==> config.mk <==
export PLATFORM = sky130hd
export DESIGN_NAME = coin_pickup_scheduler_flat
export DESIGN_NICKNAME = d
export VERILOG_FILES = /design/src/rtl/coin_pickup_scheduler_if.sv /design/src/rtl/coin_pickup_scheduler.sv /design/src/flat_wrapper.sv
export SDC_FILE = /design/constraint.sdc
export NUM_CORES = 1
export LEC_CHECK = 0
export CAP_MARGIN = 20
export CORE_AREA = 4 4 109 188
export CTS_BUF_LIST = sky130_fd_sc_hd__clkbuf_4
export DETAILED_ROUTE_END_ITERATION = 10
export DIE_AREA = 0 0 113 192
export GPL_TIMING_DRIVEN = 0
export PLACE_DENSITY_LB_ADDON = 0.08
export SYNTH_ARGS = -nofsm -noshare
export SYNTH_HDL_FRONTEND = slang
export SYNTH_SLANG_ARGS = --single-unit
==> constraint.sdc <==
create_clock -name Clk -period 3.9 [get_ports Clk]
set_input_delay 0.78 -clock Clk [delete_from_list [all_inputs] [get_ports Clk]]
set_output_delay 0.78 -clock Clk [all_outputs]
set_load 0.02 [all_outputs]
==> src/rtl/coin_pickup_scheduler_if.sv <==
// Coin table lookup and pickup report bundle between the coin scheduler,
// the coin position table and the sprite renderer.
interface coin_pickup_scheduler_if;
    logic [3:0] coin_idx;
    logic [9:0] coin_col;
    logic [9:0] coin_row;
    logic       pick_valid;
    logic [3:0] pick_idx;

    modport master (
        output coin_idx,
        output pick_valid,
        output pick_idx,
        input  coin_col,
        input  coin_row
    );

    modport slave (
        input  coin_idx,
        input  pick_valid,
        input  pick_idx,
        output coin_col,
        output coin_row
    );
endinterface

==> src/rtl/coin_pickup_scheduler.sv <==
// Per-frame coin scan: one shared table lookup and overlap test per cycle,
// latching pickups, counting them and stepping the coin animation.
module coin_pickup_scheduler #(
    parameter int NUM_COINS = 10,
    parameter int SPRITE_W  = 32,
    parameter int SPRITE_H  = 24,
    parameter int OFF_X     = 25,
    parameter int OFF_Y     = 7
) (
    input  logic                 Clk,
    input  logic                 RESET_n,
    input  logic                 frame_clk,
    input  logic                 restart,
    input  logic [9:0]           BallX0,
    input  logic [9:0]           BallY0,
    input  logic [9:0]           BallX1,
    input  logic [9:0]           BallY1,
    input  logic [9:0]           Collision_h,
    coin_pickup_scheduler_if.master bus,
    output logic [NUM_COINS-1:0] taken,
    output logic [3:0]           taken_count,
    output logic                 all_taken,
    output logic [2:0]           anim_frame,
    output logic                 scan_busy
);

    typedef enum logic [1:0] {
        IDLE,
        SNAP,
        SCAN,
        DONE
    } state_t;

    localparam logic [3:0] LAST = 4'(NUM_COINS - 1);
    localparam logic [3:0] FULL = 4'(NUM_COINS);

    localparam logic signed [11:0] OX = 12'(OFF_X);
    localparam logic signed [11:0] OY = 12'(OFF_Y);
    localparam logic signed [11:0] SW = 12'(SPRITE_W);
    localparam logic signed [11:0] SH = 12'(SPRITE_H);

    state_t     state;
    logic       fc_s1;
    logic       fc_s2;
    logic       fc_s3;
    logic       tick;
    logic       pending;
    logic [9:0] sx0;
    logic [9:0] sy0;
    logic [9:0] sx1;
    logic [9:0] sy1;
    logic [9:0] sch;
    logic [5:0] anim_cnt;
    logic       hit;
    logic       newly;

    // 12-bit signed so cy - h and cx + w never wrap
    function automatic logic overlap(
        input logic [9:0] bx,
        input logic [9:0] by,
        input logic [9:0] ch,
        input logic [9:0] col,
        input logic [9:0] row
    );
        logic signed [11:0] cx;
        logic signed [11:0] cy;
        logic signed [11:0] px;
        logic signed [11:0] py;
        logic signed [11:0] h;
        cx = $signed({2'b00, col}) <<< 4;
        cy = $signed({2'b00, row}) <<< 4;
        px = $signed({2'b00, bx}) + OX;
        py = $signed({2'b00, by}) + OY;
        h  = $signed({2'b00, ch});
        return (px > cx) && (px < cx + SW) &&
               (py > cy - h) && (py < cy + SH);
    endfunction

    function automatic logic [2:0] frame_of(input logic [5:0] c);
        return (c[5:3] < 3'd3) ? 3'd0 : c[5:3] - 3'd2;
    endfunction

    assign hit = overlap(sx0, sy0, sch, bus.coin_col, bus.coin_row) |
                 overlap(sx1, sy1, sch, bus.coin_col, bus.coin_row);

    assign newly = (state == SCAN) && hit && !taken[bus.coin_idx];

    // frame_clk is asynchronous: two sync flops, then an edge register
    always_ff @(posedge Clk or negedge RESET_n) begin
        if (!RESET_n) begin
            fc_s1 <= 1'b0;
            fc_s2 <= 1'b0;
            fc_s3 <= 1'b0;
            tick  <= 1'b0;
        end else begin
            fc_s1 <= frame_clk;
            fc_s2 <= fc_s1;
            fc_s3 <= fc_s2;
            tick  <= fc_s2 & ~fc_s3;
        end
    end

    always_ff @(posedge Clk or negedge RESET_n) begin
        if (!RESET_n) begin
            state          <= IDLE;
            bus.coin_idx   <= 4'd0;
            bus.pick_valid <= 1'b0;
            bus.pick_idx   <= 4'd0;
            taken          <= '0;
            taken_count    <= 4'd0;
            all_taken      <= 1'b0;
            anim_cnt       <= 6'd0;
            anim_frame     <= 3'd0;
            pending        <= 1'b0;
            scan_busy      <= 1'b0;
            sx0            <= 10'd0;
            sy0            <= 10'd0;
            sx1            <= 10'd0;
            sy1            <= 10'd0;
            sch            <= 10'd0;
        end else if (restart) begin
            state          <= IDLE;
            bus.coin_idx   <= 4'd0;
            bus.pick_valid <= 1'b0;
            taken          <= '0;
            taken_count    <= 4'd0;
            all_taken      <= 1'b0;
            anim_cnt       <= 6'd0;
            anim_frame     <= 3'd0;
            pending        <= 1'b0;
            scan_busy      <= 1'b0;
        end else begin
            bus.pick_valid <= 1'b0;
            all_taken      <= (taken_count == FULL);
            if (tick && (state != IDLE))
                pending <= 1'b1;
            unique case (state)
                IDLE: begin
                    if (tick || pending) begin
                        state     <= SNAP;
                        pending   <= 1'b0;
                        scan_busy <= 1'b1;
                    end
                end
                SNAP: begin
                    sx0          <= BallX0;
                    sy0          <= BallY0;
                    sx1          <= BallX1;
                    sy1          <= BallY1;
                    sch          <= Collision_h;
                    bus.coin_idx <= 4'd0;
                    state        <= SCAN;
                end
                SCAN: begin
                    if (newly) begin
                        taken[bus.coin_idx] <= 1'b1;
                        taken_count         <= taken_count + 4'd1;
                        bus.pick_valid      <= 1'b1;
                        bus.pick_idx        <= bus.coin_idx;
                    end
                    if (bus.coin_idx == LAST) begin
                        state     <= DONE;
                        scan_busy <= 1'b0;
                    end else begin
                        bus.coin_idx <= bus.coin_idx + 4'd1;
                    end
                end
                DONE: begin
                    anim_cnt     <= anim_cnt + 6'd1;
                    anim_frame   <= frame_of(anim_cnt + 6'd1);
                    bus.coin_idx <= 4'd0;
                    state        <= IDLE;
                end
            endcase
        end
    end

endmodule

==> src/flat_wrapper.sv <==
// flat-port wrapper written by rule: the top's interface ports become plain ports
module coin_pickup_scheduler_flat 
#(
    parameter int NUM_COINS = 10,
    parameter int SPRITE_W  = 32,
    parameter int SPRITE_H  = 24,
    parameter int OFF_X     = 25,
    parameter int OFF_Y     = 7
)
  (Clk, RESET_n, frame_clk, restart, BallX0, BallY0, BallX1, BallY1, Collision_h, taken, taken_count, all_taken, anim_frame, scan_busy, bus_coin_idx, bus_pick_valid, bus_pick_idx, bus_coin_col, bus_coin_row);
  coin_pickup_scheduler_if bus_i ();
  input  logic Clk;
  input  logic RESET_n;
  input  logic frame_clk;
  input  logic restart;
  input  logic [9:0] BallX0;
  input  logic [9:0] BallY0;
  input  logic [9:0] BallX1;
  input  logic [9:0] BallY1;
  input  logic [9:0] Collision_h;
  output logic [NUM_COINS-1:0] taken;
  output logic [3:0] taken_count;
  output logic all_taken;
  output logic [2:0] anim_frame;
  output logic scan_busy;
  output wire logic [$bits(bus_i.coin_idx)-1:0] bus_coin_idx;
  output wire logic [$bits(bus_i.pick_valid)-1:0] bus_pick_valid;
  output wire logic [$bits(bus_i.pick_idx)-1:0] bus_pick_idx;
  input wire logic [$bits(bus_i.coin_col)-1:0] bus_coin_col;
  input wire logic [$bits(bus_i.coin_row)-1:0] bus_coin_row;
  assign bus_coin_idx = bus_i.coin_idx;
  assign bus_pick_valid = bus_i.pick_valid;
  assign bus_pick_idx = bus_i.pick_idx;
  assign bus_i.coin_col = bus_coin_col;
  assign bus_i.coin_row = bus_coin_row;
  coin_pickup_scheduler #(.NUM_COINS(NUM_COINS), .SPRITE_W(SPRITE_W), .SPRITE_H(SPRITE_H), .OFF_X(OFF_X), .OFF_Y(OFF_Y)) u_core (.Clk(Clk), .RESET_n(RESET_n), .frame_clk(frame_clk), .restart(restart), .BallX0(BallX0), .BallY0(BallY0), .BallX1(BallX1), .BallY1(BallY1), .Collision_h(Collision_h), .bus(bus_i), .taken(taken), .taken_count(taken_count), .all_taken(all_taken), .anim_frame(anim_frame), .scan_busy(scan_busy));
endmodule
==> flow_metrics.tcl <==
set metrics [dict create \
    critical-path-max-stage-delay_ns 0.33 \
    hold_violations 0 \
    drt-wirelength-per-cell_um 18.1 \
    synth_common_cells "91 x dfrtp_1, 84 x ha_1, 56 x nand2_1" \
    cp_common_cell "a21o_1" \
    power_density_nw_per_um2 712 \
    syn-instance-count 659 \
    die_area_sq_um 21700 \
    ys_async_sr_fraction_pct 100 \
    ys_seq_area_share_pct 35.0 \
    routed_wl_um 18500 \
    final_cell_count_no_fill 1025 \
    start_util_pct 34.2 \
    place_area_sq_um 7840 \
    die_h_um 192 \
    met3WireLength_um 785 \
    path_max_fanout 5 \
    rows 67 \
    nets 935 \
    max_freq_mhz 255 \
    cts_tree "built" \
    leakage_uw 0.00357 \
    cp_slowest_cell "dlygate4sd2_1" \
    die_w_um 113 \
    core-area_sq_um 19000 \
    rsz0062_at_grt "yes" \
    clk_path_buf_depth 2 \
    worstMarginPinSlew_ns 0.774 \
    synth.most_common_cell "dfrtp_1" \
    overflow 0 \
    clk_pin_slew_ns 0.16 \
    min_path_type "primary input to asynchronous set/reset pin" \
    cts_buffers 9 \
    r2r.worst_path.cells 19 \
    required_ns 4.30 \
    grt_pass1_vias 5749 \
    grt_pass1_wl_um 29500 \
    setup_ws_ns -0.0264 \
    drive_gt1_share_pct 14.8 \
    slew_violations 0 \
    critPathKind "primary input to register" \
    r2r_slack_ns -0.02 \
    critPathLaunchType "primary input" \
    drv_cap 0 \
    hpwl_um 15000 \
    syn2layout_area_growth_pct 26.5 \
    synth.cell_area_sq_um 6510 \
    synth_top_area_share_pct 35.0 \
    ys_ff_latch 91 \
    synth-edff-count 0 \
    run_status "complete, but fails checks" \
    period_share_pct 101 \
    cts_htree_levels 3 \
    worstReg2RegEnd "u_core.bus.pick_idx[2]" \
    fin_hold_ws_ns 0.312 \
    wl_met1_um 6240 \
    firstDrtPassIters 4 \
    r2r-start "u_core.sch[4]" \
    drc_errors 0 \
    path_cells "dlygate4sd2_1 > ha_4 > a21o_1 > a21o_1 > a21o_1 > a21o_1 > a21oi_2 > xnor2_2 > ha_1 > buf_4 > o22ai_2 > nor2_2 > o21ai_1 > nand3_1 > o22a_4 > a32oi_4 > buf_12 > mux2_4" \
    critPathBufInv 3 \
    violations "setup timing" \
    ant_nets 0 \
    track_usage_pct 17.8 \
    worstSkewPairLatency_ns 0.51 \
    avgViaCountPerCell 5.20 \
    final_area_sq_um 8230 \
    synth_warnings 0 \
    synth_cell_types 64 \
    via_count 5329 \
    min_period_ns 3.93 \
    worstSetupEndpointType "register" \
    highest_layer "met4" \
    crit_arrival_ns 4.33 \
    io_pins 102 \
    skew_ns 0.0238 \
    grt_max_degree 59 \
    critPathTopFamily "compound AO/OA/AOI/OAI gates" \
    drt_iter0_drc 148 \
    ir_drop_mv 0.294 \
    synthTopCellsByArea "dfrtp_1 35%, ha_1 16%, mux2_2 7.3%, xnor2_1 4.3%, nand2_1 3.2%" \
    yosysTopAreaCell "dfrtp_1" \
    gp_congestion 0.903 \
    relSlewSlack_pct 48.4 \
    clock_tree.root_cell "clkbuf_4" \
    synth_ff_type "dfrtp_1" \
    syn_avg_cell_area_sq_um 9.87 \
    dpl.cell_count 998 \
    hold_buffers 0 \
    antenna_found_initial 2 \
    cts.sinks 91 \
    setup_viol 4 \
    portBuffers 97 \
    syn_nets 817 \
    dr_wl_met2_um 10500 \
    power_uw 5860 \
]
==> how the worst max path moves through the flow <==
stage | startpoint | endpoint | depth (start not counted)
after floorplan | bus_coin_row[0] | u_core.bus.pick_idx[2] | 17
after CTS | u_core.sch[4] | u_core.bus.pick_idx[2] | 19
after global placement | RESET_n | u_core.anim_frame[1] | 1
after global routing | u_core.sch[4] | u_core.bus.pick_idx[2] | 19
after detailed placement | bus_coin_row[0] | u_core.bus.pick_idx[0] | 18
final | bus_coin_row[1] | u_core.bus.pick_idx[2] | 18
==> cells by family after synthesis <==
| logic type | share of synthesized area [%] |
|---|---|
| compound gates | 12.7 |
| buf+inv | 3.77 |
| simple gates | 15.8 |
| mux | 8.92 |
| flops | 35.0 |
| fa+ha+maj | 16.3 |
| xor+xnor | 7.54 |
==> report_power, final <==
| group | total (uW) | switching (uW) | internal [uW] |
|---|---|---|---|
| registers | 1540 | 299 | 1240 |
| logic | 3760 | 2060 | 1700 |
| clock network | 572 | 365 | 208 |
==> metrics by stage <==
stage	setup slack, ns	TNS (ns)	util [%]
4_1_cts	-0.0398	-0.128	42.9
6_report	-0.0264	-0.0742	43.3
3_3_place_gp	-1.62	-168.33	41.1
5_1_grt	-0.194	-2.50	43.3
3_5_place_dp	-1.33	-23.21	41.2
2_1_floorplan	-0.0772	-0.339	-
==> cell type report <==
| class | instances | area, sq um |
|---|---|---|
| Inverter | 45 | 169 |
| Timing Repair Buffer | 107 | 1070 |
| Buffer | 16 | 76.3 |
| Clock buffer | 10 | 75.1 |
| Fill cell | 1879 | 10800 |
| Antenna cell | 2 | 5.00 |
| Sequential cell | 91 | 2280 |
| Tap cell | 241 | 302 |
| Multi-Input combinational cell | 507 | 4180 |
| Clock inverter | 6 | 71.3 |
==> sequential cells by signal, summed over array words and instances, names as in the netlist, 3 cells and up <==
register	cells
u_core.anim_frame	3
u_core.taken	10
u_core.sy1	10
u_core.sy0	10
u_core.bus.pick_idx	4
u_core.sx0	10
u_core.sx1	10
u_core.anim_cnt	6
u_core.bus.coin_idx	4
u_core.sch	10
u_core.taken_count	4
==> cell usage in the layout, fill, tap and decap left out, drive strengths merged, types with 3 or more instances in the layout <==
cell,synthesis,routed
nor4,6,6
a21oi,21,21
and3,5,5
nor4bb,3,3
a2111oi,3,3
o41ai,3,3
clkbuf,13,23
o21a,4,4
nand3,24,24
nand2,56,56
nand4,13,13
o21ai,29,29
nor2,43,43
o22ai,12,12
inv,45,47
a211oi,4,4
mux2i,4,4
nand2b,6,6
xnor2,32,32
nor2b,21,21
and2,5,5
buf,3,15
dfrtp,91,91
ha,84,84
a32oi,4,4
nor3,13,13
mux2,44,44
clkdlybuf4s50,0,93
xor2,24,24
a21o,12,12
o21bai,4,4
==> routing by layer <==
layer	GRT usage, %	vias up
li1	-	2593
met1	16.2	2555
met2	34.8	126
met3	4.48	55
met4	9.95	0
met5	0	-
==> repair_timing <==
action	CTS	global route
gates resized for setup	25	10
pin swaps	11	11
endpoints found under the setup margin	19	18
buffers inserted	9	0
Note: power is estimated with default switching activity, not from simulation.
